File: src/rtl/ex_muldiv_if.sv
// EX-stage handshake between the ID/EX operand register and the multiply/divide unit.
// The master drives the decoded instruction; the slave returns stall, done and result.
interface ex_muldiv_if #(
   parameter int XLEN = 64
);
   logic            start;
   logic [2:0]      funct3;
   logic            is_word;
   logic [XLEN-1:0] srca;
   logic [XLEN-1:0] srcb;
   logic            flush;
   logic            busy;
   logic            done;
   logic [XLEN-1:0] result;

   modport master (
      output start, funct3, is_word, srca, srcb, flush,
      input  busy, done, result
   );

   modport slave (
      input  start, funct3, is_word, srca, srcb, flush,
      output busy, done, result
   );
endinterface

File: src/rtl/ex_muldiv_unit.sv
// Iterative RV64M multiply/divide unit: shift-add multiply, restoring divide, one bit per cycle.
// Define MULDIV_FASTMUL_EN for a single-cycle combinational multiplier (divide stays iterative).
//
// state  | meaning
// -------+------------------------------------------------------------
// S_IDLE | waiting for start; latches prepared operands and flags
// S_MUL  | shift-add iteration on operand magnitudes (iterative build only)
// S_DIV  | restoring division iteration on operand magnitudes
// S_DONE | result valid, done pulses, pipeline advances
module ex_muldiv_unit #(
   parameter int XLEN = 64,
   parameter int ITER = XLEN
) (
   input  logic         clk,
   input  logic         reset,
   ex_muldiv_if.slave   mdu
);

   localparam int CW = $clog2(ITER);
   localparam logic [XLEN-1:0] MIN_VAL = {1'b1, {(XLEN-1){1'b0}}};

   typedef enum logic [1:0] {S_IDLE, S_MUL, S_DIV, S_DONE} state_t;

   state_t            state_q, state_d;
   logic [CW-1:0]     cnt_q, cnt_d;
   logic [2*XLEN-1:0] acc_q, acc_d;
   logic [XLEN-1:0]   opnd_q, opnd_d;
   logic [XLEN-1:0]   dvd_q, dvd_d;
   logic [1:0]        op_q, op_d;
   logic              word_q, word_d;
   logic              neg_res_q, neg_res_d;
   logic              neg_rem_q, neg_rem_d;
   logic              dz_q, dz_d;
   logic              ovf_q, ovf_d;
   logic [XLEN-1:0]   result_q, result_d;

   logic              is_div, sgn_a, sgn_b, neg_a, neg_b, last_iter;
   logic [XLEN-1:0]   a_p, b_p, mag_a, mag_b;
   logic [XLEN:0]     div_tmp;
   logic              div_ge;
   logic [XLEN:0]     div_diff;
   logic [2*XLEN-1:0] div_next;
   logic [XLEN-1:0]   quo, rem, div_res;

   function automatic logic [XLEN-1:0] wfix(input logic w, input logic [XLEN-1:0] v);
      return w ? {{(XLEN-32){v[31]}}, v[31:0]} : v;
   endfunction

   // Operand preparation: word ops extend the low halves before sign/magnitude split.
   always_comb begin
      is_div = mdu.funct3[2];
      sgn_a  = is_div ? ~mdu.funct3[0] : (mdu.funct3[1] ^ mdu.funct3[0]);
      sgn_b  = is_div ? ~mdu.funct3[0] : (mdu.funct3[1:0] == 2'b01);
      a_p    = mdu.srca;
      b_p    = mdu.srcb;
      if (mdu.is_word) begin
         a_p = sgn_a ? {{(XLEN-32){mdu.srca[31]}}, mdu.srca[31:0]}
                     : {{(XLEN-32){1'b0}}, mdu.srca[31:0]};
         b_p = sgn_b ? {{(XLEN-32){mdu.srcb[31]}}, mdu.srcb[31:0]}
                     : {{(XLEN-32){1'b0}}, mdu.srcb[31:0]};
      end
      neg_a  = sgn_a & a_p[XLEN-1];
      neg_b  = sgn_b & b_p[XLEN-1];
      mag_a  = neg_a ? -a_p : a_p;
      mag_b  = neg_b ? -b_p : b_p;
   end

   // acc holds {remainder, quotient-in-progress}; dividend bits shift out the top of the low half.
   always_comb begin
      div_tmp  = acc_q[2*XLEN-1:XLEN-1];
      div_ge   = (div_tmp >= {1'b0, opnd_q});
      div_diff = div_tmp - {1'b0, opnd_q};
      div_next = {(div_ge ? div_diff[XLEN-1:0] : div_tmp[XLEN-1:0]), acc_q[XLEN-2:0], div_ge};
      quo      = neg_res_q ? -div_next[XLEN-1:0] : div_next[XLEN-1:0];
      rem      = neg_rem_q ? -div_next[2*XLEN-1:XLEN] : div_next[2*XLEN-1:XLEN];
      if (dz_q) begin
         quo = '1;
         rem = dvd_q;
      end else if (ovf_q) begin
         quo = MIN_VAL;
         rem = '0;
      end
      div_res = wfix(word_q, op_q[1] ? rem : quo);
   end

`ifdef MULDIV_FASTMUL_EN
   logic signed [2*XLEN+1:0] fast_prod;
   logic [XLEN-1:0]          fast_res;

   always_comb begin
      fast_prod = $signed({sgn_a & a_p[XLEN-1], a_p}) * $signed({sgn_b & b_p[XLEN-1], b_p});
      fast_res  = wfix(mdu.is_word, (mdu.funct3[1:0] == 2'b00) ? fast_prod[XLEN-1:0]
                                                              : fast_prod[2*XLEN-1:XLEN]);
   end
`else
   logic [XLEN:0]     mul_sum;
   logic [2*XLEN-1:0] mul_next, mul_prod;
   logic [XLEN-1:0]   mul_res;

   // acc holds {partial high, multiplier remainder}; the product fills in from the top.
   always_comb begin
      mul_sum  = {1'b0, acc_q[2*XLEN-1:XLEN]} + (acc_q[0] ? {1'b0, opnd_q} : '0);
      mul_next = {mul_sum, acc_q[XLEN-1:1]};
      mul_prod = neg_res_q ? -mul_next : mul_next;
      mul_res  = wfix(word_q, (op_q == 2'b00) ? mul_prod[XLEN-1:0] : mul_prod[2*XLEN-1:XLEN]);
   end
`endif

   assign last_iter = (cnt_q == CW'(ITER-1));

   always_comb begin
      state_d   = state_q;
      cnt_d     = cnt_q;
      acc_d     = acc_q;
      opnd_d    = opnd_q;
      dvd_d     = dvd_q;
      op_d      = op_q;
      word_d    = word_q;
      neg_res_d = neg_res_q;
      neg_rem_d = neg_rem_q;
      dz_d      = dz_q;
      ovf_d     = ovf_q;
      result_d  = result_q;
      if (mdu.flush) begin
         state_d = S_IDLE;
         cnt_d   = '0;
      end else begin
         case (state_q)
            S_IDLE: begin
               if (mdu.start) begin
                  cnt_d     = '0;
                  op_d      = mdu.funct3[1:0];
                  word_d    = mdu.is_word;
                  dvd_d     = a_p;
                  dz_d      = (b_p == '0);
                  ovf_d     = is_div & sgn_a & (a_p == MIN_VAL) & (b_p == '1);
                  neg_res_d = neg_a ^ neg_b;
                  neg_rem_d = neg_a;
                  if (is_div) begin
                     state_d = S_DIV;
                     acc_d   = {{XLEN{1'b0}}, mag_a};
                     opnd_d  = mag_b;
                  end else begin
`ifdef MULDIV_FASTMUL_EN
                     state_d  = S_DONE;
                     result_d = fast_res;
`else
                     state_d  = S_MUL;
                     acc_d    = {{XLEN{1'b0}}, mag_b};
                     opnd_d   = mag_a;
`endif
                  end
               end
            end
`ifndef MULDIV_FASTMUL_EN
            S_MUL: begin
               acc_d = mul_next;
               cnt_d = cnt_q + CW'(1);
               if (last_iter) begin
                  state_d  = S_DONE;
                  cnt_d    = '0;
                  result_d = mul_res;
               end
            end
`endif
            S_DIV: begin
               acc_d = div_next;
               cnt_d = cnt_q + CW'(1);
               if (last_iter) begin
                  state_d  = S_DONE;
                  cnt_d    = '0;
                  result_d = div_res;
               end
            end
            S_DONE:  state_d = S_IDLE;
            default: state_d = S_IDLE;
         endcase
      end
   end

   always_ff @(posedge clk) begin
      if (!reset) begin
         state_q   <= S_IDLE;
         cnt_q     <= '0;
         acc_q     <= '0;
         opnd_q    <= '0;
         dvd_q     <= '0;
         op_q      <= '0;
         word_q    <= 1'b0;
         neg_res_q <= 1'b0;
         neg_rem_q <= 1'b0;
         dz_q      <= 1'b0;
         ovf_q     <= 1'b0;
         result_q  <= '0;
      end else begin
         state_q   <= state_d;
         cnt_q     <= cnt_d;
         acc_q     <= acc_d;
         opnd_q    <= opnd_d;
         dvd_q     <= dvd_d;
         op_q      <= op_d;
         word_q    <= word_d;
         neg_res_q <= neg_res_d;
         neg_rem_q <= neg_rem_d;
         dz_q      <= dz_d;
         ovf_q     <= ovf_d;
         result_q  <= result_d;
      end
   end

   // A flush arriving in the DONE cycle kills the result before the pipeline takes it.
   assign mdu.busy   = (state_q == S_MUL) || (state_q == S_DIV) ||
                       ((state_q == S_IDLE) && mdu.start && !mdu.flush);
   assign mdu.done   = (state_q == S_DONE) && !mdu.flush;
   assign mdu.result = result_q;

endmodule

File: src/flat_wrapper.sv
// flat-port wrapper written by rule: the top's interface ports become plain ports
module ex_muldiv_unit_flat 
#(
   parameter int XLEN = 64,
   parameter int ITER = XLEN
)
  (clk, reset, mdu_start, mdu_funct3, mdu_is_word, mdu_srca, mdu_srcb, mdu_flush, mdu_busy, mdu_done, mdu_result);
  ex_muldiv_if #(.XLEN(XLEN)) mdu_i ();
  input  logic clk;
  input  logic reset;
  input wire logic [$bits(mdu_i.start)-1:0] mdu_start;
  input wire logic [$bits(mdu_i.funct3)-1:0] mdu_funct3;
  input wire logic [$bits(mdu_i.is_word)-1:0] mdu_is_word;
  input wire logic [$bits(mdu_i.srca)-1:0] mdu_srca;
  input wire logic [$bits(mdu_i.srcb)-1:0] mdu_srcb;
  input wire logic [$bits(mdu_i.flush)-1:0] mdu_flush;
  output wire logic [$bits(mdu_i.busy)-1:0] mdu_busy;
  output wire logic [$bits(mdu_i.done)-1:0] mdu_done;
  output wire logic [$bits(mdu_i.result)-1:0] mdu_result;
  assign mdu_i.start = mdu_start;
  assign mdu_i.funct3 = mdu_funct3;
  assign mdu_i.is_word = mdu_is_word;
  assign mdu_i.srca = mdu_srca;
  assign mdu_i.srcb = mdu_srcb;
  assign mdu_i.flush = mdu_flush;
  assign mdu_busy = mdu_i.busy;
  assign mdu_done = mdu_i.done;
  assign mdu_result = mdu_i.result;
  ex_muldiv_unit #(.XLEN(XLEN), .ITER(ITER)) u_core (.clk(clk), .reset(reset), .mdu(mdu_i));
endmodule
File: config.mk
export PLATFORM = sky130hd
export DESIGN_NAME = ex_muldiv_unit_flat
export DESIGN_NICKNAME = d
export VERILOG_FILES = /design/src/rtl/ex_muldiv_if.sv /design/src/rtl/ex_muldiv_unit.sv /design/src/flat_wrapper.sv
export SDC_FILE = /design/constraint.sdc
export NUM_CORES = 2
export LEC_CHECK = 0
export BUFFER_PORTS_ARGS = -buffer_cell sky130_fd_sc_hd__buf_2
export CAP_MARGIN = 5
export CORE_UTILIZATION = 50
export DETAILED_ROUTE_END_ITERATION = 8
export PLACE_DENSITY = 0.71
export SYNTH_ARGS = -nofsm -noshare
export SYNTH_HDL_FRONTEND = slang
export SYNTH_SLANG_ARGS = --single-unit
File: constraint.sdc
create_clock -name clk -period 15.79 [get_ports clk]
set_input_delay 3.158 -clock clk [delete_from_list [all_inputs] [get_ports clk]]
set_output_delay 3.158 -clock clk [all_outputs]
set_load 0.02 [all_outputs]
==> impl_results.md <==
- DR vias: 48131
- Syn Nets: 6114
- Most common library cells after synthesis: nand2_1, nor2_1, a21oi_1
- Cells after synthesis: 5835
- # resized after CTS: 0
- Synth warnings: 0
- PortBufs: 201
- TritonRoute pass-1 iters: 9
- Pwr dens: 79.9 nW/um^2
- Die width: 281 microns
- Worst hold stages: 2
- Final period utilization: 0.497
- Relative slew slack: 0.0153
- Initial antenna violation count: 19
- Failing checks: DRC, capacitance limit
- Drt first-iter violations: 7747
- CP Launch Type: flip-flop
- GRT Util Overall: 0.501
- Max Cap Viol: 2
- Area contributors post-synth: dfxtp_1, a21oi_1, nand2_1
- Area Growth Syn to Fin: 6.86%
- EDFF count, synth: 0
- Htree depth: 2
- Hold Fails Final Rpt: 0
- GP Congestion: 1.12
- # hold bufs at CTS: 0
- Required time of the worst setup path: 16.28 ns
- Num CTS Buffers: 45
- Worst-case vdd ir drop: 0.0869 mV
- Maximum clock rate: 0.127 GHz
- Max FO, Critical Path: 42
- HP Start: u_core.mdu.result[17]
- Critical path data arrival time: 8.34 ns
- Core Box Area: 76500 sq um
- Post-CTS setup buffers: 0
- Setup repair after global routing missed its margin: no
- Clk root buf: clkbuf_16
- FILL cells: 7838
- Yosys reg bits: 335
- Final Slew Violations: 0
- Final ANT Viol Nets: 0
- Worst slack, placed: 7.84 ns
- Status: complete, but fails checks
- Post-Syn Area: 38800 sq um
- Syn avg cell area: 6.66 sq um
- Slew @ Worst Pin: 1.47 ns
- P_leak: 16.3 nW
- Rows: 101
- Final min period: 7.84 ns
- Reg clk slew, reported paths: 0.06 ns
- Drt via density: 7.11
- R2R depth: 22
- Hold EP: u_core.mdu.result[17]
- Area leader, netlist: dfxtp_1
- Worst Hold Class: reg2reg
- Worst r2r src: u_core.opnd_q[8]
- Largest net degree at the start of global routing: 102
- Top cell type's share of synthesized area: 0.173
- Clock Skew: 0.0124 ns
- Per-cell routed wire length: 30.2 microns
- Setup Crit Path Kind: reg2reg
- Nets: 5981
- Global-route wire length before repair: 294000 microns
- Reg2reg end: u_core.mdu.result[58]
- TNS Setup: 0 ns
- Layout cells sized above 1: 0.0893
- R2r setup slk: 7.95 ns
- Initial Util: 0.508
- Synth unique cells: 115
- Final wirelength: 204000 microns
- Crit. End Element: flip-flop
- Dpl hpwl: 158000 microns
- Die extent in y: 281 microns
- IO Count: 202
- Post-synth top flop: dfxtp_1
- Die Area: 78800 sq um
- Dominant cell by count in the synthesized netlist: nand2_1
- DRC errors left: 6
- Total grt overflow: 0
- Clock tree from TritonCTS: yes
- Clock sink count: 335
- Final WS setup: 7.95 ns
- Post-synthesis sequential area ratio: 0.173
- Clk_lat worst skew: 0.63 ns
- Hold_ws: 0.449 ns
- Vias in the first global route: 42300
- Max Root-Sink Buffers: 3
- Async SR Flop Fraction: 0
- Endpoints failing setup: 0
[metrics by stage]
stage / power, mW / util / instance area (sq um) / cells
2_1_floorplan: 1.74 / - / 38800 / 5835
3_3_place_gp: 2.17 / 0.523 / 40000 / 6683
3_5_place_dp: 2.18 / 0.523 / 40000 / 6683
4_1_cts: 3.23 / 0.542 / 41500 / 6764
5_1_grt: 3.39 / 0.543 / 41500 / 6768
6_report: 3.32 / 0.543 / 41500 / 6773
[cells by family (layout without fill, tap and decap cells)]
group | after synthesis | after routing | synth area share
other cells | 0 | 7 | 0
flops | 335 | 335 | 0.173
simple gates | 2326 | 2326 | 0.281
mux | 91 | 91 | 0.0238
compound gates | 1979 | 1979 | 0.334
fa+ha+maj | 143 | 143 | 0.0465
buf+inv | 616 | 517 | 0.0643
xor+xnor | 345 | 345 | 0.0778
[registers in the layout, summed over array words and instances, names as in the netlist, 2 cells and up]
signal and count:
u_core.mdu.result 64, u_core.opnd_q 64, u_core.acc_q 128, u_core.dvd_q 64, u_core.cnt_q 6, u_core.state_q 2
u_core.op_q 2
[area by class of cell]
class	instances	area (sq um)	share of cell area
Multi-Input combinational cell	4884	29700	0.716
Sequential cell	335	6710	0.162
Timing Repair Buffer	300	1760	0.0423
Tap cell	1030	1290	0.0311
Clock buffer	59	1270	0.0306
Inverter	136	518	0.0125
Clock inverter	22	215	0.00519
Antenna cell	7	17.5	0.000422
[layer usage]
metal	share of wire	track usage
met1	0.39	0.651
met2	0.39	0.691
met3	0.15	0.191
met4	0.073	0.302
met5	0.00099	0.0156
[report_power, final]
group | total (mW) | switching, mW | leakage, nW | internal, mW
registers | 0.963 | 0.0763 | 2.73 | 0.887
logic | 1.29 | 0.907 | 12.8 | 0.380
clock network | 1.07 | 0.477 | 0.712 | 0.589
[cells in the final DEF, fill, tap and decap left out, types with 40 or more instances in the layout]
cell type / n
a31oi_1: 74
nand3_1: 114
nor2_1: 676
o21ai_0: 412
a221o_1: 60
clkbuf_16: 45
a21o_1: 62
buf_2: 200
dfxtp_1: 332
nand4_1: 107
xor2_1: 163
xnor2_1: 182
nor4_1: 67
buf_4: 99
a211oi_1: 101
or3_1: 62
nor3_1: 221
and3_1: 42
or2_2: 40
o211ai_1: 94
inv_1: 129
mux2i_1: 79
nand2_1: 748
a22o_1: 50
a21oi_1: 570
a22oi_1: 83
ha_1: 138
o31ai_1: 92
[critical path, cell delays in order (launching register included)]
cell and delay, ns:
dfxtp_1 0.34, inv_1 0.06, ha_1 0.54, nand4_1 0.32, nor4_1 1.11, nand4_1 0.17, a21boi_0 0.35, nor3_2 0.08
buf_4 0.23, nand2_4 0.41, mux2i_1 0.38, ha_1 0.35, inv_1 0.07, nor4b_1 0.72, a41oi_1 0.41, nor4_2 0.25
buf_4 0.21, nand4_1 0.24, nor4b_1 0.47, mux2i_1 0.29, a41oi_1 0.14, a2111oi_0 0.43, nor3_1 0.08
[how the worst max path moves through the flow]
| stage | endpoint | cells past startpoint | slack, ns | start |
|---|---|---|---|---|
| 3_5_place_dp | u_core.acc_q[63] | 17 | 7.84 | mdu_srca[18] |
| 5_1_grt | u_core.mdu.result[58] | 22 | 7.58 | u_core.opnd_q[8] |
| 6_report | u_core.mdu.result[58] | 22 | 7.95 | u_core.opnd_q[8] |
| 2_1_floorplan | mdu_busy | 6 | 8.25 | mdu_flush |
| 3_3_place_gp | u_core.acc_q[63] | 17 | 7.89 | mdu_srca[18] |
| 4_1_cts | u_core.mdu.result[58] | 20 | 8.42 | u_core.opnd_q[48] |
Power figures use the tool's default switching activity.
